**src/rtl/mmio_seg7_btn.sv**
```systemverilog
// Memory-mapped 4-digit seven-segment display driver with debounced push buttons.
// Optional IRQ_MASK register and irq_o output when MMIO_BTN_IRQ_EN is defined.
module mmio_seg7_btn #(
  parameter int unsigned          ADDR_W       = 32,
  parameter int unsigned          DATA_W       = 32,
  parameter logic [ADDR_W-1:0]    BASE_ADDR    = ADDR_W'(32'h1000_0000),
  parameter int unsigned          SCAN_DIV     = 50000,
  parameter int unsigned          DEBOUNCE_CYC = 1000
) (
  input  logic              clk,
  input  logic              rst,
  input  logic              memread_i,
  input  logic              memwrite_i,
  input  logic [ADDR_W-1:0] memaddr_i,
  input  logic [DATA_W-1:0] memwdata_i,
  input  logic [3:0]        buttons_i,
  output logic [DATA_W-1:0] memrdata_o,
  output logic [6:0]        seg7_seg_o,
`ifdef MMIO_BTN_IRQ_EN
  output logic              irq_o,
`endif
  output logic [3:0]        seg7_an_o
);

`ifdef MMIO_BTN_IRQ_EN
  localparam int unsigned OFF_W = 3;
`else
  localparam int unsigned OFF_W = 2;
`endif
  localparam int unsigned DEC_LSB = OFF_W + 2;
  localparam int unsigned SC_W    = $clog2(SCAN_DIV);
  localparam int unsigned DB_W    = $clog2(DEBOUNCE_CYC);

  logic [3:0]        sync1_q, sync1_d, sync2_q, sync2_d;
  logic [3:0]        lvl_q, lvl_d, evt_q, evt_d;
  logic [DB_W-1:0]   db_cnt_q [4];
  logic [DB_W-1:0]   db_cnt_d [4];
  logic [15:0]       disp_q, disp_d;
  logic              en_q, en_d;
  logic [3:0]        blank_q, blank_d;
  logic [DATA_W-1:0] rdata_q, rdata_d;
  logic [SC_W-1:0]   scan_cnt_q, scan_cnt_d;
  logic [1:0]        idx_q, idx_d;
  logic [6:0]        seg_q, seg_d;
  logic [3:0]        an_q, an_d;
`ifdef MMIO_BTN_IRQ_EN
  logic [3:0]        mask_q, mask_d;
  logic              irq_q, irq_d;
`endif

  logic             hit, rd_hit, wr_hit, digit_off;
  logic [OFF_W-1:0] off;
  logic [3:0]       nibble;
  logic             unused;

  function automatic logic [6:0] hex_seg(input logic [3:0] n);
    case (n)
      4'h0: hex_seg = 7'h40;  4'h1: hex_seg = 7'h79;
      4'h2: hex_seg = 7'h24;  4'h3: hex_seg = 7'h30;
      4'h4: hex_seg = 7'h19;  4'h5: hex_seg = 7'h12;
      4'h6: hex_seg = 7'h02;  4'h7: hex_seg = 7'h78;
      4'h8: hex_seg = 7'h00;  4'h9: hex_seg = 7'h10;
      4'hA: hex_seg = 7'h08;  4'hB: hex_seg = 7'h03;
      4'hC: hex_seg = 7'h46;  4'hD: hex_seg = 7'h21;
      4'hE: hex_seg = 7'h06;  default: hex_seg = 7'h0E;
    endcase
  endfunction

  always_comb begin
    unused = ^{memaddr_i[1:0], memwdata_i[DATA_W-1:16]};
    hit    = (memaddr_i[ADDR_W-1:DEC_LSB] == BASE_ADDR[ADDR_W-1:DEC_LSB]);
    off    = memaddr_i[DEC_LSB-1:2];
    rd_hit = memread_i && hit;
    wr_hit = memwrite_i && hit;

    sync1_d = buttons_i;
    sync2_d = sync1_q;
    lvl_d   = lvl_q;
    for (int unsigned i = 0; i < 4; i++) begin
      db_cnt_d[i] = '0;
      if (sync2_q[i] != lvl_q[i]) begin
        if (db_cnt_q[i] == DB_W'(DEBOUNCE_CYC - 1)) lvl_d[i] = sync2_q[i];
        else db_cnt_d[i] = db_cnt_q[i] + 1'b1;
      end
    end

    disp_d  = disp_q;
    en_d    = en_q;
    blank_d = blank_q;
    rdata_d = '0;
    evt_d   = evt_q;
`ifdef MMIO_BTN_IRQ_EN
    mask_d  = mask_q;
`endif
    // Reads observe pre-write state; new rising edges are OR'd in last so they beat any clear.
    if (rd_hit) begin
      case (off)
        OFF_W'(0): rdata_d[15:0] = disp_q;
        OFF_W'(1): begin rdata_d[0] = en_q; rdata_d[7:4] = blank_q; end
        OFF_W'(2): rdata_d[3:0] = lvl_q;
        OFF_W'(3): begin rdata_d[3:0] = evt_q; evt_d = '0; end
`ifdef MMIO_BTN_IRQ_EN
        OFF_W'(4): rdata_d[3:0] = mask_q;
`endif
        default: rdata_d = '0;
      endcase
    end
    if (wr_hit) begin
      case (off)
        OFF_W'(0): disp_d = memwdata_i[15:0];
        OFF_W'(1): begin en_d = memwdata_i[0]; blank_d = memwdata_i[7:4]; end
        OFF_W'(3): evt_d = evt_d & ~memwdata_i[3:0];
`ifdef MMIO_BTN_IRQ_EN
        OFF_W'(4): mask_d = memwdata_i[3:0];
`endif
        default: ;
      endcase
    end
    evt_d = evt_d | (lvl_d & ~lvl_q);
`ifdef MMIO_BTN_IRQ_EN
    irq_d = |(evt_q & mask_q);
`endif

    scan_cnt_d = scan_cnt_q + 1'b1;
    idx_d      = idx_q;
    if (scan_cnt_q == SC_W'(SCAN_DIV - 1)) begin
      scan_cnt_d = '0;
      idx_d      = idx_q + 1'b1;
    end
    nibble    = disp_q[{idx_q, 2'b00} +: 4];
    digit_off = !en_q || blank_q[idx_q];
    an_d      = digit_off ? 4'hF : ~(4'b0001 << idx_q);
    seg_d     = digit_off ? 7'h7F : hex_seg(nibble);
  end

  always_ff @(posedge clk) begin
    if (rst) begin
      sync1_q    <= '0;
      sync2_q    <= '0;
      lvl_q      <= '0;
      evt_q      <= '0;
      for (int unsigned i = 0; i < 4; i++) db_cnt_q[i] <= '0;
      disp_q     <= '0;
      en_q       <= 1'b1;
      blank_q    <= '0;
      rdata_q    <= '0;
      scan_cnt_q <= '0;
      idx_q      <= '0;
      seg_q      <= 7'h7F;
      an_q       <= 4'hF;
`ifdef MMIO_BTN_IRQ_EN
      mask_q     <= '0;
      irq_q      <= 1'b0;
`endif
    end else begin
      sync1_q    <= sync1_d;
      sync2_q    <= sync2_d;
      lvl_q      <= lvl_d;
      evt_q      <= evt_d;
      for (int unsigned i = 0; i < 4; i++) db_cnt_q[i] <= db_cnt_d[i];
      disp_q     <= disp_d;
      en_q       <= en_d;
      blank_q    <= blank_d;
      rdata_q    <= rdata_d;
      scan_cnt_q <= scan_cnt_d;
      idx_q      <= idx_d;
      seg_q      <= seg_d;
      an_q       <= an_d;
`ifdef MMIO_BTN_IRQ_EN
      mask_q     <= mask_d;
      irq_q      <= irq_d;
`endif
    end
  end

  always_comb begin
    memrdata_o = rdata_q;
    seg7_seg_o = seg_q;
    seg7_an_o  = an_q;
`ifdef MMIO_BTN_IRQ_EN
    irq_o      = irq_q;
`endif
  end

endmodule

```
**config.mk**
```make
export PLATFORM = sky130hd
export DESIGN_NAME = mmio_seg7_btn
export DESIGN_NICKNAME = d
export VERILOG_FILES = /design/src/rtl/mmio_seg7_btn.sv
export SDC_FILE = /design/constraint.sdc
export NUM_CORES = 1
export LEC_CHECK = 0
export BUFFER_PORTS_ARGS = -buffer_cell sky130_fd_sc_hd__buf_2
export CELL_PAD_IN_SITES_DETAIL_PLACEMENT = 0
export CELL_PAD_IN_SITES_GLOBAL_PLACEMENT = 1
export CORE_ASPECT_RATIO = 1.1
export CORE_MARGIN = 1.5
export CORE_UTILIZATION = 44
export DETAILED_ROUTE_END_ITERATION = 10
export PLACE_DENSITY_LB_ADDON = 0.25
export SYNTH_ARGS = -nofsm -noshare
export SYNTH_HDL_FRONTEND = slang
export SYNTH_SLANG_ARGS = --single-unit
export TNS_END_PERCENT = 50
```
**constraint.sdc**
```tcl
create_clock -name clk -period 5.9 [get_ports clk]
set_clock_uncertainty 0.15 [all_clocks]
set_input_delay 0.295 -clock clk [delete_from_list [all_inputs] [get_ports clk]]
set_output_delay 0.295 -clock clk [all_outputs]
set_load 0.005 [all_outputs]
```
==> summary.txt <==
Utilization after layout - 54.32%
Synth Area in Simple Gates - 24.46%
Largest family of logic cells by synthesized area - simple AND/OR/NAND/NOR gates
Cell Pwr Density - 280.4 nW/um2
Routed vias/inst - 5.122
Sw Pwr - 0.3685 mW
Setup CP Type - reg -> reg
Final Hold Viols - 0
Wire per inst - 13.43 um
Synth top cells by count - dfxtp_1, nor2_1, nand3_1, nand2_1, a21oi_1
Min Hold Slack - 16.15 ps
DRC - 0
Avg Inst Size Synth - 9.172 um2
Comb pwr share - 3.4%
Final #Nets - 765
# setup viols final - 0
IO Count - 115
# fillers - 1074
Final WL - 11310 um
Initial Util - 44.90%
# Post-CTS Setup Buffers - 0
Post-Synth Adder-Cell Area - 3.737%
Reg-to-reg setup timing slack - 3680 ps
Antenna violations before repair - 0
Arrival time of the worst setup path - 2350 ps
Area growth syn-to-layout - 20.98%
Core Rows - 42
DPL Wire Length - 7957 um
Final Max Tran Viols - 0
CTS Buf Count - 17
Clock Path Buffers - 2
Largest net degree at the start of global routing - 42
# port buffers - 80
Worst EP required - 6030 ps
EDFF count, synth - 0
1st-pass router iterations - 6
Final Cycle Share - 37.60%
Tightest Pin Transition - 846.4 ps
Vias in the first global route - 4130
CTS tree - yes
Post-CTS sizing - 0
Post-detailed-route count of antenna-violating nets - 0
Worst setup EP type - flop
P_leak - 2.413 nW
Synth Area in Compound Gates - 8.152%
Synth top area share - 45.60%
Die Area - 12850 um2
Clock latency on the worst-skew pair - 420 ps
Status - completed
H-tree depth - 4
Core outline area - 11930 um2
TritonCTS Sinks - 122
Peak VDD IR - 0.1761 mV
Netlist cell types - 49
Synthesis warning total - 0
Die Ht - 118.7 um
Max Cap Viol - 0
Mux share of post-synthesis cell area - 5.559%
Path depth of the worst reg2reg path - 6
Min Tclk post-route - 2219 ps
Crit path max fanout - 8
Post-synthesis instance total - 584
Final Power - 1.817 mW
Post-synth design cell area - 5356 um2
DP Area - 5813 um2
Setup_tns - 0 ps
Global-route usage over all layers - 19.15%
Initial drt markers - 193
Worst hold stages - 3
Register area share after synthesis - 45.60%
Die width - 108.2 um
Most frequent cell after synthesis - dfxtp_1
Routability cong. - 0.8213
Final instance area - 6480 um2
Cell taking the most area after synthesis - dfxtp_1
Switching Share - 20.28%
Synth Area in XOR/XNOR - 7.358%
Worst slew margin - 43.57%
Vias - 4313
Ant. Diodes - 0
Reg clk slew, reported paths - 50 ps
CTS root buf - clkbuf_16
First-pass GRT wire length - 19070 um
Leading post-synthesis cells by cell area - dfxtp_1, nor2_1, xnor2_1
Layout cells sized above 1 - 17.73%
GR Overflow Total - 0
Hold Path Class - in -> reg
Clock group share of total power - 50.5%
Fmax - 450.7 MHz
FFs w/ async S/R, synth - 0%
Seq pwr share - 46.1%
Register bit count reported by yosys - 122
CP startpoint kind - flop
Cell Int Power - 1.448 mW
RSZ-0062 raised after global routing - no
Most used DFF post-synth - dfxtp_1
## worst max-delay path, cell delays in order, from the launching register on
cell	delay, ps
dfxtp_1	580
mux4_2	640
ha_1	250
inv_1	100
nor2_1	70
a21oi_1	140
o221ai_1	150
## flip-flops by register name, indices dropped and copies added, names as in the netlist, 7 cells and up
signal and count:
db_cnt_q 40, memrdata_o 16, seg7_seg_o 7, disp_q 16, scan_cnt_q 16
## final cells by class
type	instances	area (um2)	share of cell area, %
clock buffers	28	516.7	7.975
clock inverters	2	10.01	0.1545
inverters	17	63.81	0.9847
multi-input cells	423	2699	41.65
flip-flops and latches	122	2442	37.69
well taps	154	192.7	2.974
repair buffers	96	555.5	8.573
## worst paths after layout
check / start / to
max reg2reg: idx_q[0] / seg7_seg_o[5]
max: idx_q[0] / seg7_seg_o[5]
min: memwdata_i[6] / disp_q[6]
min reg2reg: sync1_q[3] / sync2_q[3]
## cells in the final DEF, fill, tap and decap left out, types with 3 or more instances in the layout
cell           Yosys  final
clkbuf_16          0     17
inv_1             17     17
and4_1             5      5
conb_1             1     16
nand4_1           18     18
or3_1              6      6
nand2b_1           8      8
nor4_1             7      7
and3_1            11     11
xnor2_1           27     27
and2_1             9      9
nand2_1           32     32
a22oi_1            3      3
nor2b_1            9      9
or2_1              3      3
clkbuf_1          14      6
xor2_1            18     18
mux4_2             6      6
nand3_1           40     40
a21oi_1           29     29
dlygate4sd3_1      0     14
o221ai_1           5      5
o21ai_0           13     13
dfxtp_1          122    122
ha_1              16     16
nor2_1            68     68
mux2i_1           14     14
clkbuf_8           0      5
o21ai_1           18     18
nor3_1            16     16
buf_2              4     80
## stage by stage
stage / std cells / setup slack [ps]
2_1_floorplan: 599 / 3915
3_3_place_gp: 798 / 3380
3_5_place_dp: 798 / 3333
4_1_cts: 842 / 3664
5_1_grt: 842 / 3444
6_report: 842 / 3681
## logic make-up (layout without fill, tap and decap cells)
group	after synthesis	count (layout)
adder cells (fa/ha/maj)	16	16
AO/OA/AOI/OAI	75	75
XOR/XNOR	45	45
flip-flops	122	122
AND/OR/NAND/NOR	249	249
other	1	16
multiplexers	22	22
buffers and inverters	54	143
## power by group through the flow
stage          Sequential, mW  Clock, mW  Combinational, mW
5_1_grt                 0.836      0.980             0.0690
3_5_place_dp            0.853          0             0.0549
3_3_place_gp            0.853          0             0.0542
2_1_floorplan           0.853          0             0.0335
4_1_cts                 0.836      0.936             0.0622
6_report                0.837      0.918             0.0622
## repair_timing
action / 4_1_cts / 5_1_grt
endpoints found under the setup margin: 0 / 0
hold buffers: 14 / 0
endpoints found under the hold margin: 15 / 0
## metal layers
metal,GRT usage (%),part of all wire (%),wire (um),vias up
li1,-,-,-,2203
met1,22.60,45,5035,1995
met2,31.09,48,5437,95
met3,5.957,5.0,563,20
met4,9.539,2.4,275,0
met5,0,0,0,-
No activity file was read; power rests on OpenSTA's default activity.
